<file path="config.mk">
export PLATFORM = sky130hd
export DESIGN_NAME = mem_wb_stage
export DESIGN_NICKNAME = d
export VERILOG_FILES = /design/src/rtl/mem_wb_stage.sv
export SDC_FILE = /design/constraint.sdc
export NUM_CORES = 2
export LEC_CHECK = 0
export CORE_MARGIN = 2
export CORE_UTILIZATION = 60
export CTS_BUF_LIST = sky130_fd_sc_hd__clkbuf_4
export CTS_CLUSTER_DIAMETER = 80
export DETAILED_ROUTE_END_ITERATION = 8
export PLACE_DENSITY = 0.74
export SLEW_MARGIN = 10
export SYNTH_ARGS = -nofsm -noshare
export SYNTH_HDL_FRONTEND = slang
export SYNTH_SLANG_ARGS = --single-unit
</file>
<file path="constraint.sdc">
create_clock -name Clock -period 7 [get_ports Clock]
set_clock_uncertainty 0.05 [all_clocks]
set_input_delay 1.05 -clock Clock [delete_from_list [all_inputs] [get_ports Clock]]
set_output_delay 1.05 -clock Clock [all_outputs]
set_load 0.005 [all_outputs]
</file>
<file path="src/rtl/mem_wb_stage.sv">
// Memory-access / writeback pipeline stage with an internal word-addressed data memory.
// Each request walks IDLE -> ACCESS -> WB, so one request is serviced every three cycles.
module mem_wb_stage #(
    parameter int N  = 32,
    parameter int AW = 6
) (
    input  logic         Clock,
    input  logic         Reset_n,
    input  logic         in_valid,
    output logic         in_ready,
    input  logic         MemRd,
    input  logic         MemWr,
    input  logic         RegWrIn,
    input  logic [4:0]   RwIn,
    input  logic [N-1:0] AluOut,
    input  logic [N-1:0] StoreData,
    output logic         RegWr,
    output logic [4:0]   Rw,
    output logic [N-1:0] busV,
    output logic         AddrErr
);

    typedef enum logic [1:0] {
        IDLE   = 2'd0,
        ACCESS = 2'd1,
        WB     = 2'd2
    } state_t;

    // A memory access is misaligned when its byte address is not word aligned.
    function automatic logic misaligned(input logic rd, input logic wr, input logic [1:0] lsb);
        return (rd || wr) && (lsb != 2'b00);
    endfunction

    state_t         state_r;
    logic           in_ready_r;
    logic           memrd_r;
    logic           memwr_r;
    logic           regwrin_r;
    logic [4:0]     rwin_r;
    logic [N-1:0]   aluout_r;
    logic [N-1:0]   storedata_r;
    logic           regwr_r;
    logic [4:0]     rw_r;
    logic [N-1:0]   busv_r;
    logic           addrerr_r;

    logic [N-1:0]   mem_r [2**AW];

    logic           misalign_s;
    logic [AW-1:0]  word_idx_s;
    logic [N-1:0]   rd_word_s;
    logic [N-1:0]   wb_data_s;
    logic           wb_regwr_s;
    logic           mem_we_s;

    // Decode the captured request into memory control and writeback values
    always_comb begin
        misalign_s = misaligned(memrd_r, memwr_r, aluout_r[1:0]);
        word_idx_s = aluout_r[AW+1:2];
        rd_word_s  = mem_r[word_idx_s];
        wb_regwr_s = regwrin_r && (rwin_r != 5'd0);
        mem_we_s   = (state_r == ACCESS) && memwr_r && !misalign_s;
        // A store (even with MemRd also set) forwards the ALU result, not memory data.
        if (memwr_r) begin
            wb_data_s = aluout_r;
        end else if (memrd_r) begin
            if (misalign_s) begin
                wb_data_s = {N{1'b0}};
            end else begin
                wb_data_s = rd_word_s;
            end
        end else begin
            wb_data_s = aluout_r;
        end
    end

    // Request capture, stage sequencing and registered writeback outputs
    always_ff @(posedge Clock or negedge Reset_n) begin
        if (!Reset_n) begin
            state_r     <= IDLE;
            in_ready_r  <= 1'b1;
            memrd_r     <= 1'b0;
            memwr_r     <= 1'b0;
            regwrin_r   <= 1'b0;
            rwin_r      <= 5'd0;
            aluout_r    <= {N{1'b0}};
            storedata_r <= {N{1'b0}};
            regwr_r     <= 1'b0;
            rw_r        <= 5'd0;
            busv_r      <= {N{1'b0}};
            addrerr_r   <= 1'b0;
        end else begin
            case (state_r)
                IDLE: begin
                    if (in_valid && in_ready_r) begin
                        state_r     <= ACCESS;
                        in_ready_r  <= 1'b0;
                        memrd_r     <= MemRd;
                        memwr_r     <= MemWr;
                        regwrin_r   <= RegWrIn;
                        rwin_r      <= RwIn;
                        aluout_r    <= AluOut;
                        storedata_r <= StoreData;
                    end
                end
                ACCESS: begin
                    state_r   <= WB;
                    regwr_r   <= wb_regwr_s;
                    rw_r      <= rwin_r;
                    busv_r    <= wb_data_s;
                    addrerr_r <= misalign_s;
                end
                WB: begin
                    state_r    <= IDLE;
                    in_ready_r <= 1'b1;
                    regwr_r    <= 1'b0;
                    rw_r       <= 5'd0;
                    busv_r     <= {N{1'b0}};
                    addrerr_r  <= 1'b0;
                end
                default: begin
                    state_r    <= IDLE;
                    in_ready_r <= 1'b1;
                    regwr_r    <= 1'b0;
                    rw_r       <= 5'd0;
                    busv_r     <= {N{1'b0}};
                    addrerr_r  <= 1'b0;
                end
            endcase
        end
    end

    // Data memory write; contents deliberately survive reset
    always_ff @(posedge Clock) begin
        if (mem_we_s) begin
            mem_r[word_idx_s] <= storedata_r;
        end
    end

    assign in_ready = in_ready_r;
    assign RegWr    = regwr_r;
    assign Rw       = rw_r;
    assign busV     = busv_r;
    assign AddrErr  = addrerr_r;

endmodule

</file>
==> impl_metrics.env <==
export IMPL_crit_chain="buf_4 > buf_12 > mux2i_1 > o22ai_1 > o31ai_1 > o2111ai_1 > and4bb_1 > o21ai_1"
export IMPL_yosysSeqAreaShare_pct=77.0
export IMPL_clk_latency_ps=1330
export IMPL_power_leakage_nw=31.3
export IMPL_drcViolationCount=0
export IMPL_relSlewSlack_pct=6.24
export IMPL_timing_hold_ws_ps=287
export IMPL_start_kind="register"
export IMPL_clk_path_buf_depth=4
export IMPL_synth_distinct_cells=50
export IMPL_vdd_drop_max_mv=0.385
export IMPL_maxCapViolCount=0
export IMPL_cp_slowest_cell="o31ai_1"
export IMPL_vias=50011
export IMPL_placed_cells_incl_taps=6456
export IMPL_htree_levels=6
export IMPL_cts_tree="yes"
export IMPL_synth_common_cells="edfxtp_1 (2,048), mux2i_1 (512), a221oi_1 (258), o22ai_1 (189), buf_2 (166)"
export IMPL_fmax_ghz=0.197
export IMPL_vias_per_cell=6.78
export IMPL_endpoint_kind="register"
export IMPL_cp_startpoint="aluout_r[4]$_DFFE_PN0P_"
export IMPL_postSynthCellCount=4762
export IMPL_numClockSinks=2162
export IMPL_antenna_found_initial=17
export IMPL_reg2reg_slack_ps=1920
export IMPL_finalCritPeriodShare_pct=72.6
export IMPL_area_delta_synth_final_pct=12.2
export IMPL_cp_buffers_inverters=2
export IMPL_drt_pass1_iterations=8
export IMPL_regToRegStartpoint="aluout_r[4]$_DFFE_PN0P_"
export IMPL_routabilityCongestion=0.922
export IMPL_synth_top_cell_area_share_pct=73.6
export IMPL_synth_most_common_cell="edfxtp_1"
export IMPL_synth_area_leaders="edfxtp_1 (74%), mux2i_1 (6.1%), dfrtp_1 (3.4%), a221oi_1 (2.7%), o22ai_1 (1.4%)"
export IMPL_hold_viol=0
export IMPL_async_flop_share_pct=5.27
export IMPL_fp_dieArea_mm2=0.142
export IMPL_overflow=0
export IMPL_report_final_slew_viol_count=0
export IMPL_avgRoutedWirePerCell_um=32.1
export IMPL_wirelength_um=237000
export IMPL_cts_buffers_inserted=539
export IMPL_hp_start="AluOut[22]"
export IMPL_grtUsageTotal_pct=33.2
export IMPL_die_x_um=377
export IMPL_yosysTopAreaCell="edfxtp_1"
export IMPL_ctsRootBufferMaster="clkbuf_4"
export IMPL_grt_pass1_wl_um=335000
export IMPL_path_delay_family="compound AO/OA/AOI/OAI gates"
export IMPL_path_class="register to register"
export IMPL_reg2regPathDepth=8
export IMPL_min_to="aluout_r[22]$_DFFE_PN0P_"
export IMPL_crit_required_ps=8120
export IMPL_hold_path_class="primary input to register"
export IMPL_finalSetupTns_ps=0
export IMPL_syn_area_mm2=0.0835
export IMPL_p_per_area_mw_per_mm2=438
export IMPL_synth_edff_count=2048
export IMPL_ys_warn_count=0
export IMPL_dp_final_hpwl_um=136000
export IMPL_drt_iter0_markers=8001
export IMPL_ys_ff_latch=2162
export IMPL_crit_path_max_fanout=100
export IMPL_clkSlewWorstSetupHoldPaths_ps=60
export IMPL_core_area_mm2=0.138
export IMPL_min_path_cells=2
export IMPL_ant_nets=0
export IMPL_grt_max_degree=140
export IMPL_cp_arrival_ps=6200
export IMPL_rsz0062_at_grt="false"
export IMPL_drive_gt1_share_pct=21.1
export IMPL_fin_crit_ps=5080
export IMPL_outcome="finished clean"
export IMPL_io_buffers=114
export IMPL_ios=115
export IMPL_start_util_pct=60.6
export IMPL_timing_rr_end="busV[19]$_DFFE_PN0N_"
export IMPL_core_rowCount=136
export IMPL_syn_mean_instance_area_um2=17.5
export IMPL_setup_viol=0
export IMPL_synth_ff_type="edfxtp_1"
export IMPL_fin_nets=5279
export IMPL_tightest_slew_ps=1390
export IMPL_max_stage_delay_ps=930
export IMPL_grt_pass1_vias=48273
export IMPL_synth_nets=4837
export IMPL_die_h_um=377
export IMPL_stdcell_count=7376
==> area by class of cell <==
cell class,count,area [um^2]
Sequential cell,2162,64400
Fill cell,8876,44100
Multi-Input combinational cell,2148,17700
Clock buffer,796,5980
Timing Repair Buffer,258,2310
Tap cell,1794,2240
Clock inverter,110,714
Inverter,95,362
Antenna cell,13,32.5
==> per-layer routing <==
metal,track usage [%],vias up,part of all wire (%)
met5,0,-,0.034
met4,16.4,14,5.1
met3,11.2,578,15
met2,47.7,3730,44
met1,45.8,24925,36
li1,-,20764,-
==> per-stage QoR <==
| step | worst slack, ps | total power (W) | util (%) | area [um^2] |
|---|---|---|---|---|
| 4_1_cts | 2220 | 0.0407 | 68.0 | 93700 |
| 2_1_floorplan | 3620 | 0.0245 | - | 83500 |
| 5_1_grt | 2030 | 0.0421 | 68.0 | 93700 |
| 3_5_place_dp | 2220 | 0.0304 | 63.1 | 87000 |
| 3_3_place_gp | 2250 | 0.0301 | 63.1 | 87000 |
| 6_report | 1920 | 0.0410 | 68.0 | 93800 |
==> cell families after synthesis <==
family	synth area share, %
simple gates	2.57
compound gates	10.6
mux	7.25
buf+inv	2.49
flops	77.0
==> how the worst max path moves through the flow <==
stage	end	slack [ps]	cells past startpoint
after floorplan	mem_r[26][0]$_DFFE_PP_	3620	8
after detailed placement	busV[19]$_DFFE_PN0N_	2220	8
after CTS	busV[19]$_DFFE_PN0N_	2220	8
after global routing	busV[7]$_DFFE_PN0N_	2030	9
after global placement	busV[19]$_DFFE_PN0N_	2250	8
final	busV[19]$_DFFE_PN0N_	1920	8
==> registers in the layout, indices dropped and copies added, names as in the netlist, 2 cells and up <==
name	flops
rwin_r	5
busV	32
mem_r	2048
state_r	2
storedata_r	32
aluout_r	32
Rw	5
==> timing repair <==
item	4_1_cts	5_1_grt
hold endpoints to repair	76	0
gates resized for setup	0	0
buffers inserted	0	0
hold buffers	1	0
==> where the power goes <==
group	internal [W]	total (W)	switching [W]
combinational	0.00375	0.0129	0.00917
clock	0.00558	0.0104	0.00483
sequential	0.0164	0.0177	0.00130
total	0.0257	0.0410	0.0153
==> cell usage in the layout, fill, tap and decap left out, drive strengths merged, types with 11 or more instances in the layout <==
cell type	Yosys	layout
o32ai	93	93
and4bb	31	31
o31ai	93	93
dfrtp	113	113
buf	218	144
a22oi	37	37
o22a	66	66
bufinv	0	11
mux2i	512	512
nor2	144	144
clkdlybuf4s50	0	113
a32o	93	93
diode	0	13
nand2	112	112
nor2b	97	97
mux2	71	71
clkinv	0	80
o22ai	189	189
a221o	54	54
a22o	32	32
inv	95	111
a221oi	260	260
clkbuf	139	796
o21ai	157	157
o2111ai	32	32
edfxtp	2048	2048
a21oi	31	31
No activity file was read; power rests on OpenSTA's default activity.
